<file path="src/rtl/blob_centroid.sv">
// blob_centroid: colour-blob tracker. Accumulates coordinates of pixels inside
// a colour window over one frame and divides at frame end to give the centroid.
// Optional: define BBOX_EN to add per-frame bounding box outputs.
module blob_centroid #(
  parameter logic [7:0]  R_MIN     = 8'hC0,
  parameter logic [7:0]  G_MAX     = 8'h40,
  parameter logic [7:0]  B_MAX     = 8'h40,
  parameter int unsigned MIN_COUNT = 64
) (
  input  logic        clk,
  input  logic        rst_n,
  input  logic [23:0] pixel_in,
  input  logic        pixel_valid,
  input  logic [10:0] hcount,
  input  logic [9:0]  vcount,
  input  logic        vsync,
  output logic [10:0] x,
  output logic [9:0]  y,
  output logic        found,
  output logic        valid,
  output logic        busy
`ifdef BBOX_EN
  ,
  output logic [10:0] x_min,
  output logic [10:0] x_max,
  output logic [9:0]  y_min,
  output logic [9:0]  y_max
`endif
);

  localparam logic [2:0] S_ACCUM = 3'd0;
  localparam logic [2:0] S_LATCH = 3'd1;
  localparam logic [2:0] S_DIVX  = 3'd2;
  localparam logic [2:0] S_DIVY  = 3'd3;
  localparam logic [2:0] S_DONE  = 3'd4;

  logic        match_q, vs_q, vs_p_q;
  logic [10:0] hc_q;
  logic [9:0]  vc_q;
  logic        frame_edge;

  logic [19:0] cnt_q, cnt_d, cnt_b;
  logic [29:0] sx_q, sx_d, sx_b, sy_q, sy_d, sy_b;
  logic [20:0] cnt_add;
  logic [30:0] sx_add, sy_add;

  logic [2:0]  state_q;
  logic [19:0] cnt_s_q, rem_q, rem_nxt;
  logic [29:0] sx_s_q, sy_s_q, qx_q, q_nxt;
  logic [28:0] q_q;
  logic [4:0]  bit_q;
  logic [20:0] trial;
  logic        dvd_msb, ge, div_last, snap;
  logic [10:0] x_q;
  logic [9:0]  y_q;
  logic        found_q;

  // Stage 1: colour match plus coordinates/vsync delayed to stay aligned
  always_ff @(posedge clk or negedge rst_n) begin
    if (!rst_n) begin
      match_q <= 1'b0;
      hc_q    <= '0;
      vc_q    <= '0;
      vs_q    <= 1'b0;
      vs_p_q  <= 1'b0;
    end else begin
      match_q <= pixel_valid && (pixel_in[23:16] >= R_MIN) &&
                 (pixel_in[15:8] <= G_MAX) && (pixel_in[7:0] <= B_MAX);
      hc_q    <= hcount;
      vc_q    <= vcount;
      vs_q    <= vsync;
      vs_p_q  <= vs_q;
    end
  end

  assign frame_edge = vs_q && !vs_p_q;
  assign snap       = (state_q == S_ACCUM) && frame_edge;
  assign div_last   = (state_q == S_DIVY) && (bit_q == 5'd29);

  // Saturating accumulators; the edge-cycle match seeds the new frame
  always_comb begin
    cnt_b   = frame_edge ? '0 : cnt_q;
    sx_b    = frame_edge ? '0 : sx_q;
    sy_b    = frame_edge ? '0 : sy_q;
    cnt_add = {1'b0, cnt_b} + 21'd1;
    sx_add  = {1'b0, sx_b} + {20'd0, hc_q};
    sy_add  = {1'b0, sy_b} + {21'd0, vc_q};
    cnt_d   = cnt_b;
    sx_d    = sx_b;
    sy_d    = sy_b;
    if (match_q) begin
      cnt_d = cnt_add[20] ? '1 : cnt_add[19:0];
      sx_d  = sx_add[30]  ? '1 : sx_add[29:0];
      sy_d  = sy_add[30]  ? '1 : sy_add[29:0];
    end
  end

  // Accumulator registers run in every state
  always_ff @(posedge clk or negedge rst_n) begin
    if (!rst_n) begin
      cnt_q <= '0;
      sx_q  <= '0;
      sy_q  <= '0;
    end else begin
      cnt_q <= cnt_d;
      sx_q  <= sx_d;
      sy_q  <= sy_d;
    end
  end

  // One restoring-division step; the dividend MSB shifts out of the snapshot
  always_comb begin
    dvd_msb = (state_q == S_DIVX) ? sx_s_q[29] : sy_s_q[29];
    trial   = {rem_q, dvd_msb};
    ge      = trial >= {1'b0, cnt_s_q};
    rem_nxt = ge ? 20'(trial - {1'b0, cnt_s_q}) : trial[19:0];
    q_nxt   = {q_q, ge};
  end

  // Control FSM, divider and result registers
  always_ff @(posedge clk or negedge rst_n) begin
    if (!rst_n) begin
      state_q <= S_ACCUM;
      cnt_s_q <= '0;
      sx_s_q  <= '0;
      sy_s_q  <= '0;
      rem_q   <= '0;
      q_q     <= '0;
      qx_q    <= '0;
      bit_q   <= '0;
      x_q     <= '0;
      y_q     <= '0;
      found_q <= 1'b0;
    end else begin
      case (state_q)
        S_ACCUM: if (frame_edge) begin
          cnt_s_q <= cnt_q;
          sx_s_q  <= sx_q;
          sy_s_q  <= sy_q;
          state_q <= S_LATCH;
        end
        S_LATCH: begin
          rem_q <= '0;
          q_q   <= '0;
          bit_q <= '0;
          // cnt=0 always lands here, so the divider never sees a zero divisor
          if (32'(cnt_s_q) < MIN_COUNT) begin
            found_q <= 1'b0;
            state_q <= S_DONE;
          end else begin
            state_q <= S_DIVX;
          end
        end
        S_DIVX: begin
          rem_q  <= rem_nxt;
          q_q    <= q_nxt[28:0];
          sx_s_q <= {sx_s_q[28:0], 1'b0};
          bit_q  <= bit_q + 5'd1;
          if (bit_q == 5'd29) begin
            qx_q    <= q_nxt;
            rem_q   <= '0;
            q_q     <= '0;
            bit_q   <= '0;
            state_q <= S_DIVY;
          end
        end
        S_DIVY: begin
          rem_q  <= rem_nxt;
          q_q    <= q_nxt[28:0];
          sy_s_q <= {sy_s_q[28:0], 1'b0};
          bit_q  <= bit_q + 5'd1;
          if (div_last) begin
            x_q     <= (|qx_q[29:11])  ? 11'h7FF : qx_q[10:0];
            y_q     <= (|q_nxt[29:10]) ? 10'h3FF : q_nxt[9:0];
            found_q <= 1'b1;
            state_q <= S_DONE;
          end
        end
        S_DONE:  state_q <= S_ACCUM;
        default: state_q <= S_ACCUM;
      endcase
    end
  end

  assign x     = x_q;
  assign y     = y_q;
  assign found = found_q;
  assign valid = (state_q == S_DONE);
  assign busy  = (state_q != S_ACCUM);

`ifdef BBOX_EN
  logic [10:0] xmn_q, xmn_d, xmx_q, xmx_d, xmn_s_q, xmx_s_q, xmn_o_q, xmx_o_q;
  logic [9:0]  ymn_q, ymn_d, ymx_q, ymx_d, ymn_s_q, ymx_s_q, ymn_o_q, ymx_o_q;

  // Running box restarts at each frame edge, like the accumulators
  always_comb begin
    xmn_d = frame_edge ? '1 : xmn_q;
    xmx_d = frame_edge ? '0 : xmx_q;
    ymn_d = frame_edge ? '1 : ymn_q;
    ymx_d = frame_edge ? '0 : ymx_q;
    if (match_q) begin
      if (hc_q < xmn_d) xmn_d = hc_q;
      if (hc_q > xmx_d) xmx_d = hc_q;
      if (vc_q < ymn_d) ymn_d = vc_q;
      if (vc_q > ymx_d) ymx_d = vc_q;
    end
  end

  // Box tracking, snapshot at the edge, publish with a passing result
  always_ff @(posedge clk or negedge rst_n) begin
    if (!rst_n) begin
      xmn_q <= '1; xmx_q <= '0; ymn_q <= '1; ymx_q <= '0;
      xmn_s_q <= '0; xmx_s_q <= '0; ymn_s_q <= '0; ymx_s_q <= '0;
      xmn_o_q <= '0; xmx_o_q <= '0; ymn_o_q <= '0; ymx_o_q <= '0;
    end else begin
      xmn_q <= xmn_d; xmx_q <= xmx_d; ymn_q <= ymn_d; ymx_q <= ymx_d;
      if (snap) begin
        xmn_s_q <= xmn_q; xmx_s_q <= xmx_q; ymn_s_q <= ymn_q; ymx_s_q <= ymx_q;
      end
      if (div_last) begin
        xmn_o_q <= xmn_s_q; xmx_o_q <= xmx_s_q; ymn_o_q <= ymn_s_q; ymx_o_q <= ymx_s_q;
      end
    end
  end

  assign x_min = xmn_o_q;
  assign x_max = xmx_o_q;
  assign y_min = ymn_o_q;
  assign y_max = ymx_o_q;
`endif

endmodule

</file>
<file path="config.mk">
export PLATFORM = sky130hd
export DESIGN_NAME = blob_centroid
export DESIGN_NICKNAME = d
export VERILOG_FILES = /design/src/rtl/blob_centroid.sv
export SDC_FILE = /design/constraint.sdc
export NUM_CORES = 1
export LEC_CHECK = 0
export CORE_MARGIN = 3
export CORE_UTILIZATION = 45
export DETAILED_ROUTE_END_ITERATION = 8
export PLACE_DENSITY = 0.65
export SLEW_MARGIN = 20
export SYNTH_ARGS = -nofsm -noshare
export SYNTH_HDL_FRONTEND = slang
export SYNTH_SLANG_ARGS = --single-unit
</file>
<file path="constraint.sdc">
create_clock -name clk -period 9.4 [get_ports clk]
set_clock_uncertainty 0.1 [all_clocks]
set_input_delay 1.41 -clock clk [delete_from_list [all_inputs] [get_ports clk]]
set_output_delay 1.41 -clock clk [all_outputs]
set_load 0.05 [all_outputs]
</file>
==> results of run 1 <==
[power groups by stage]
stage / clock network, mW / registers, mW / logic [mW]
after CTS: 1.42 / 1.57 / 1.27
after global placement: 0 / 1.59 / 1.23
after floorplan: 0 / 1.54 / 1.02
after detailed placement: 0 / 1.59 / 1.26
final: 1.39 / 1.57 / 1.26
after global routing: 1.48 / 1.60 / 1.42
[worst max path at each step]
stage | to | cells past startpoint | slack, ps
finish | rem_q[11] | 11 | 5160
global route | rem_q[19] | 11 | 4760
CTS | rem_q[11] | 11 | 5110
detailed placement | rem_q[7] | 11 | 5140
global placement | rem_q[14] | 11 | 5200
floorplan | sy_q[26] | 16 | 5860
[cells in the mapped netlist, types with 7 or more instances]
master and count:
and3_1 7, and2_1 25, nand4_1 22, ha_1 44
nand3_1 34, xor2_1 27, a21o_1 11, inv_1 49
o22a_1 23, nor2b_1 9, mux2i_1 76, o21ai_1 12
a211oi_1 12, nor4_1 22, nor3_1 21, buf_1 11
a22o_1 28, nand2_1 159, xnor2_1 37, clkbuf_1 47
a31oi_1 21, nor2_1 114, a21oi_1 85, o21ai_0 103
dfrtp_1 293, mux2_2 50
[sequential cells by signal, indices dropped and copies added, names as in the netlist, 11 cells and up]
name and count:
sy_q 30, sx_q 30, q_q 29, qx_q 30, cnt_s_q 20, sx_s_q 30, x 11, hc_q 11
sy_s_q 30, rem_q 20, cnt_q 20
[logic make-up (layout without fill, tap and decap cells)]
family | Yosys count | in the layout | share of synthesized area
muxes | 126 | 126 | 0.0908
xor gates and xnor gates | 64 | 64 | 0.0384
DFF | 293 | 293 | 0.503
AOI/OAI and AO/OA | 344 | 344 | 0.151
and+or+nand+nor | 446 | 446 | 0.143
buffers and inverters | 117 | 187 | 0.0325
adders and majority gates | 47 | 47 | 0.0419
[layout make-up]
type	count	share of cell area
flip-flops and latches	293	0.436
well taps	402	0.0299
clock inverters	14	0.0124
repair buffers	78	0.0469
clock buffers	45	0.0579
multi-input cells	1027	0.406
inverters	50	0.0112
[critical path, cell delays in order (launching register included)]
cell	delay (ps)
dfrtp_1	630
nor3b_2	250
buf_4	470
mux2i_1	220
ha_1	250
nor2b_1	160
o2111ai_1	190
a21oi_1	320
a211oi_2	180
o21bai_4	660
nand2_1	410
o21ai_0	290
[per-layer routing]
| layer | track usage | routed length (µm) | vias to the layer above |
|---|---|---|---|
| li1 | - | - | 5241 |
| met1 | 0.258 | 14900 | 5205 |
| met2 | 0.289 | 13800 | 175 |
| met3 | 0.0278 | 1110 | 30 |
| met4 | 0.0435 | 420 | 0 |
| met5 | 0 | 0 | - |
==> flow_summary.yaml, run 1 <==
clock_tree:
  clk_path_buf_depth: 3
  clkSinkCount: 293
  cts_made_buffers: 34
  cts_resized: 0
  post_cts_buffers: 0
  postCtsHoldBufs: 0
  tritoncts: "yes"
  clk_pin_slew_worst_paths_ps: 60
  insertion_delay_ps: 510
  h-tree-depth: 2
  cts_root_buffer: "clkbuf_16"
final_layout:
  seq_area_mm2: 0.00733
  antenna_cells: 0
  drive_gt1_frac: 0.0902
  fin_nets: 1580
  final_area_mm2: 0.0168
  final_cell_mix: "dfrtp_1 (293), nand2_1 (159), nor2_1 (113)"
  fill_cells: 2865
  final_cells: 1909
  multi_input_area_mm2: 0.00682
  layout_commonest_cell: "dfrtp_1"
  final_core_util: 0.530
  area_growth_syn_to_layout_pct: 15.3
pwr:
  pwr-share-clk: 0.328
  total_power_mw: 4.22
  ir_worst_vdd_v: 0.000160
  p_seq_frac: 0.373
  combPwrFrac: 0.299
  swShare: 0.335
  p_int_mw: 2.80
  power_density_mw_per_mm2: 251
  switchingPower_mw: 1.41
  cellLeakagePower_nw: 7.91
detailed_routing:
  drc: 0
  dr.pass1.iters: 5
  vias: 10651
  drtIter0Drc: 687
  via_per_inst: 5.58
  drt_wl_total_mm: 30.3
  ant_nets: 0
  avgRoutedWirePerCell_um: 15.9
place:
  dpl_worst_slack_ps: 5140
  dpl.hpwl_mm: 19.1
  dp_cells: 1849
  io_buffer_count: 66
  globalplace.congestion: 0.843
  place_area_mm2: 0.0156
grt:
  grt_pass1_vias: 10661
  grt_overflow: 0
  grt_antenna_before_repair: 0
  grt_pass1_wl_mm: 52.2
  grt_util_all_layers: 0.180
  grt_max_degree: 193
yosys:
  ys_seq_area_frac: 0.503
  ys_seq_elements: 293
  yosysTopAreaCellShare: 0.503
  synth.largest_area_cell: "dfrtp_1"
  synth.area.top_cells: "dfrtp_1 (50%), mux2i_1 (5.2%), nand2_1 (4.1%), mux2_2 (3.9%), ha_1 (3.8%)"
  syn_inst: 1437
  netlist_area_mm2: 0.0146
  syn_area_per_cell_um2: 10.1
  synth-main-ff-cell: "dfrtp_1"
  synthesis.nets: 1533
  synth_edf_count: 0
  ys_types: 70
  yosys_warnings: 0
  synthArstFlopShare: 1.00
status:
  status: "finished, final reports clean"
sta:
  whs_ps: 328
  max-slew-margin-rel: 0.362
  tns_ps: 0
  max_freq_ghz: 0.236
  post-route-period-util: 0.451
  final-hold-violation-count: 0
  tightest_slew_ps: 957
  fin_crit_ps: 4240
  rsz0062_at_grt: "no"
  fin_ws_ps: 5160
  setup_viol: 0
  drv_slew: 0
die:
  die_h_um: 186
  io_pins: 73
  die-area_mm2: 0.0346
  die_x_um: 186
  fp-row-count: 65
  start_util: 0.460
  fp.coreArea_mm2: 0.0317
critical_path:
  rr_startpoint: "state_q[1]"
  startpoint_type: "register"
  worst_r2r_endpoint: "rem_q[11]"
  critPathArrivalTime_ps: 4550
  cp_data_required_time_ps: 9710
  rrSetupSlack_ps: 5160
  worstSetupEndpointType: "register"
  path_class: "reg -> reg"
  startpoint: "state_q[1]"
  reg2reg_depth: 11
  critPathMaxFanout: 60
worst_hold_path:
  hold_end: "vs_p_q"
  worstHoldPathCells: 0
  holdCritPathClass: "reg -> reg"
  holdCritStartpoint: "vs_q"
flow_run:
  maxCapViolCount: 0
No activity file was read; power rests on OpenSTA's default activity.
==> inputs of run 2 (changes only) <==
- clock period: 9.4 -> 4.4 ns (I/O delays scaled with it)
==> run 2 against run 1 <==
Worst setup slack got worse by 4500 ps. Utilization shrank 0.091 points. Sequential power up 110%. Final cell count increased by 0.21%. Sequential share of layout area is 0.075 points higher. Global-route usage rose by 0.075 points. Power rose by 110%. Cell area is 0.17% lower. Die area is the same.
==> flow_summary.yaml, run 2 (synthesis gave the netlist of run 1 again) <==
status:
  status: "finished, final reports clean"
sta:
  setup_viol: 0
  fin_crit_ps: 3720
  drv_slew: 0
  post-route-period-util: 0.846
  max-slew-margin-rel: 0.490
  rsz0062_at_grt: "no"
  final-hold-violation-count: 0
  tns_ps: 0
  max_freq_ghz: 0.269
  tightest_slew_ps: 765
detailed_routing:
  dr.pass1.iters: 5
  drc: 0
  via_per_inst: 5.60
  drtIter0Drc: 699
  vias: 10718
  ant_nets: 0
  drt_wl_total_mm: 30.1
  avgRoutedWirePerCell_um: 15.7
grt:
  grt_util_met1: 0.256
  grt_overflow: 0
  grt_pass1_wl_mm: 52.3
  grt_pass1_vias: 10606
  grt_util_all_layers: 0.180
  grtUsageMet2: 0.293
  use_met3: 0.0272
  grt-busiest-layer: "met2"
  grt_antenna_before_repair: 0
  grt_max_degree: 114
place:
  place_area_mm2: 0.0157
  globalplace.congestion: 0.818
  io_buffer_count: 66
  dpl.hpwl_mm: 19.9
clock_tree:
  postCtsHoldBufs: 0
  insertion_delay_ps: 500
  clkSinkCount: 293
  clk_path_buf_depth: 3
  post_cts_buffers: 0
  clk_pin_slew_worst_paths_ps: 60
  cts_resized: 0
  tritoncts: "yes"
  cts_root_buffer: "clkbuf_16"
  cts_made_buffers: 34
  h-tree-depth: 2
critical_path:
  worstSetupEndpointType: "register"
  cp_data_required_time_ps: 4720
  critPathArrivalTime_ps: 4040
  startpoint_type: "register"
  cp_slowest_cell: "nor2_1"
  path_class: "reg -> reg"
  startpoint: "vs_p_q"
  critical-path-max-stage-delay_ps: 610
  critPathMaxFanout: 18
  rr_startpoint: "vs_p_q"
  worstPathCellList: "nand2b_2 > and2_1 > ha_1 > inv_1 > fa_1 > nor2b_1 > o21ai_0 > a211oi_1 > o2111ai_1 > nor2_1 > nor4_1 > a31oi_1"
pwr:
  power_density_mw_per_mm2: 529
  ir_worst_vdd_v: 0.000318
  cellLeakagePower_nw: 7.91
  total_power_mw: 8.88
die:
  fp-row-count: 65
  die_h_um: 186
  fp.coreArea_mm2: 0.0317
  die_x_um: 186
  io_pins: 73
  start_util: 0.460
  die-area_mm2: 0.0346
final_layout:
  drive_gt1_frac: 0.0933
  antenna_cells: 0
  fill_cells: 2815
  final_area_mm2: 0.0168
  layout_commonest_cell: "dfrtp_1"
  area_growth_syn_to_layout_pct: 15.1
  final_cell_mix: "dfrtp_1 (293), nand2_1 (159), nor2_1 (113)"
  fin_nets: 1588
flow_run:
  maxCapViolCount: 0
worst_hold_path:
  holdCritPathClass: "in -> async"
run 2: cell types whose count changed in the layout (fill, tap and decap cells not counted), sizes merged:
cell and delta:
buf +8, bufinv -2, clkbuf -2
run 2: path summary, 6_finish.rpt:
check / endpoint / slack, ps / cells past startpoint
hold / removal: rem_q[3] / 60 / 1
max in group asynchronous: sy_s_q[19] / 3030 / 2
setup / recovery: sy_q[10] / 680 / 12
min in group clk: vs_p_q / 310 / 0
hold reg to reg: vs_p_q / 310 / 0
setup reg to reg: sy_q[10] / 680 / 12
run 2: where the power goes:
group	internal, mW	leakage, nW	total (mW)	switching, mW
Clock	1.70	0.541	2.77	1.07
Combinational	1.09	3.42	2.75	1.66
Sequential	3.07	3.94	3.35	0.275
Total	5.87	7.91	8.88	3.01
run 2: stage by stage:
step / setup slack [ps] / hold slack (ps) / util / instances
after global routing: 303 / 156 / 0.529 / 1913
after CTS: 730 / 102 / 0.529 / 1913
after detailed placement: 770 / 299 / 0.494 / 1858
after floorplan: 860 / 264 / - / 1437
after global placement: 842 / 297 / 0.494 / 1858
final: 679 / 56.6 / 0.529 / 1913
run 2: worst max-delay path, delay by kind of cell (launching register included):
family / cells / cell delay, ps
and+or+nand+nor: 5 / 1350
DFF: 1 / 350
AOI/OAI and AO/OA: 4 / 1150
buffers and inverters: 1 / 60
adders and majority gates: 2 / 620
run 2: cell type report:
| class | instances | area (µm²) | share of cell area |
|---|---|---|---|
| flip-flops and latches | 293 | 7330 | 0.437 |
| multi-input cells | 1027 | 6820 | 0.406 |
| clock buffers | 43 | 956 | 0.0570 |
| repair buffers | 86 | 841 | 0.0501 |
| well taps | 402 | 503 | 0.0300 |
| inverters | 50 | 188 | 0.0112 |
| clock inverters | 12 | 144 | 0.00857 |
run 2: metal layers:
metal	wire length, µm	vias to the layer above
li1	-	5245
met1	14600	5257
met2	13800	168
met3	1010	48
met4	629	0
met5	0	-
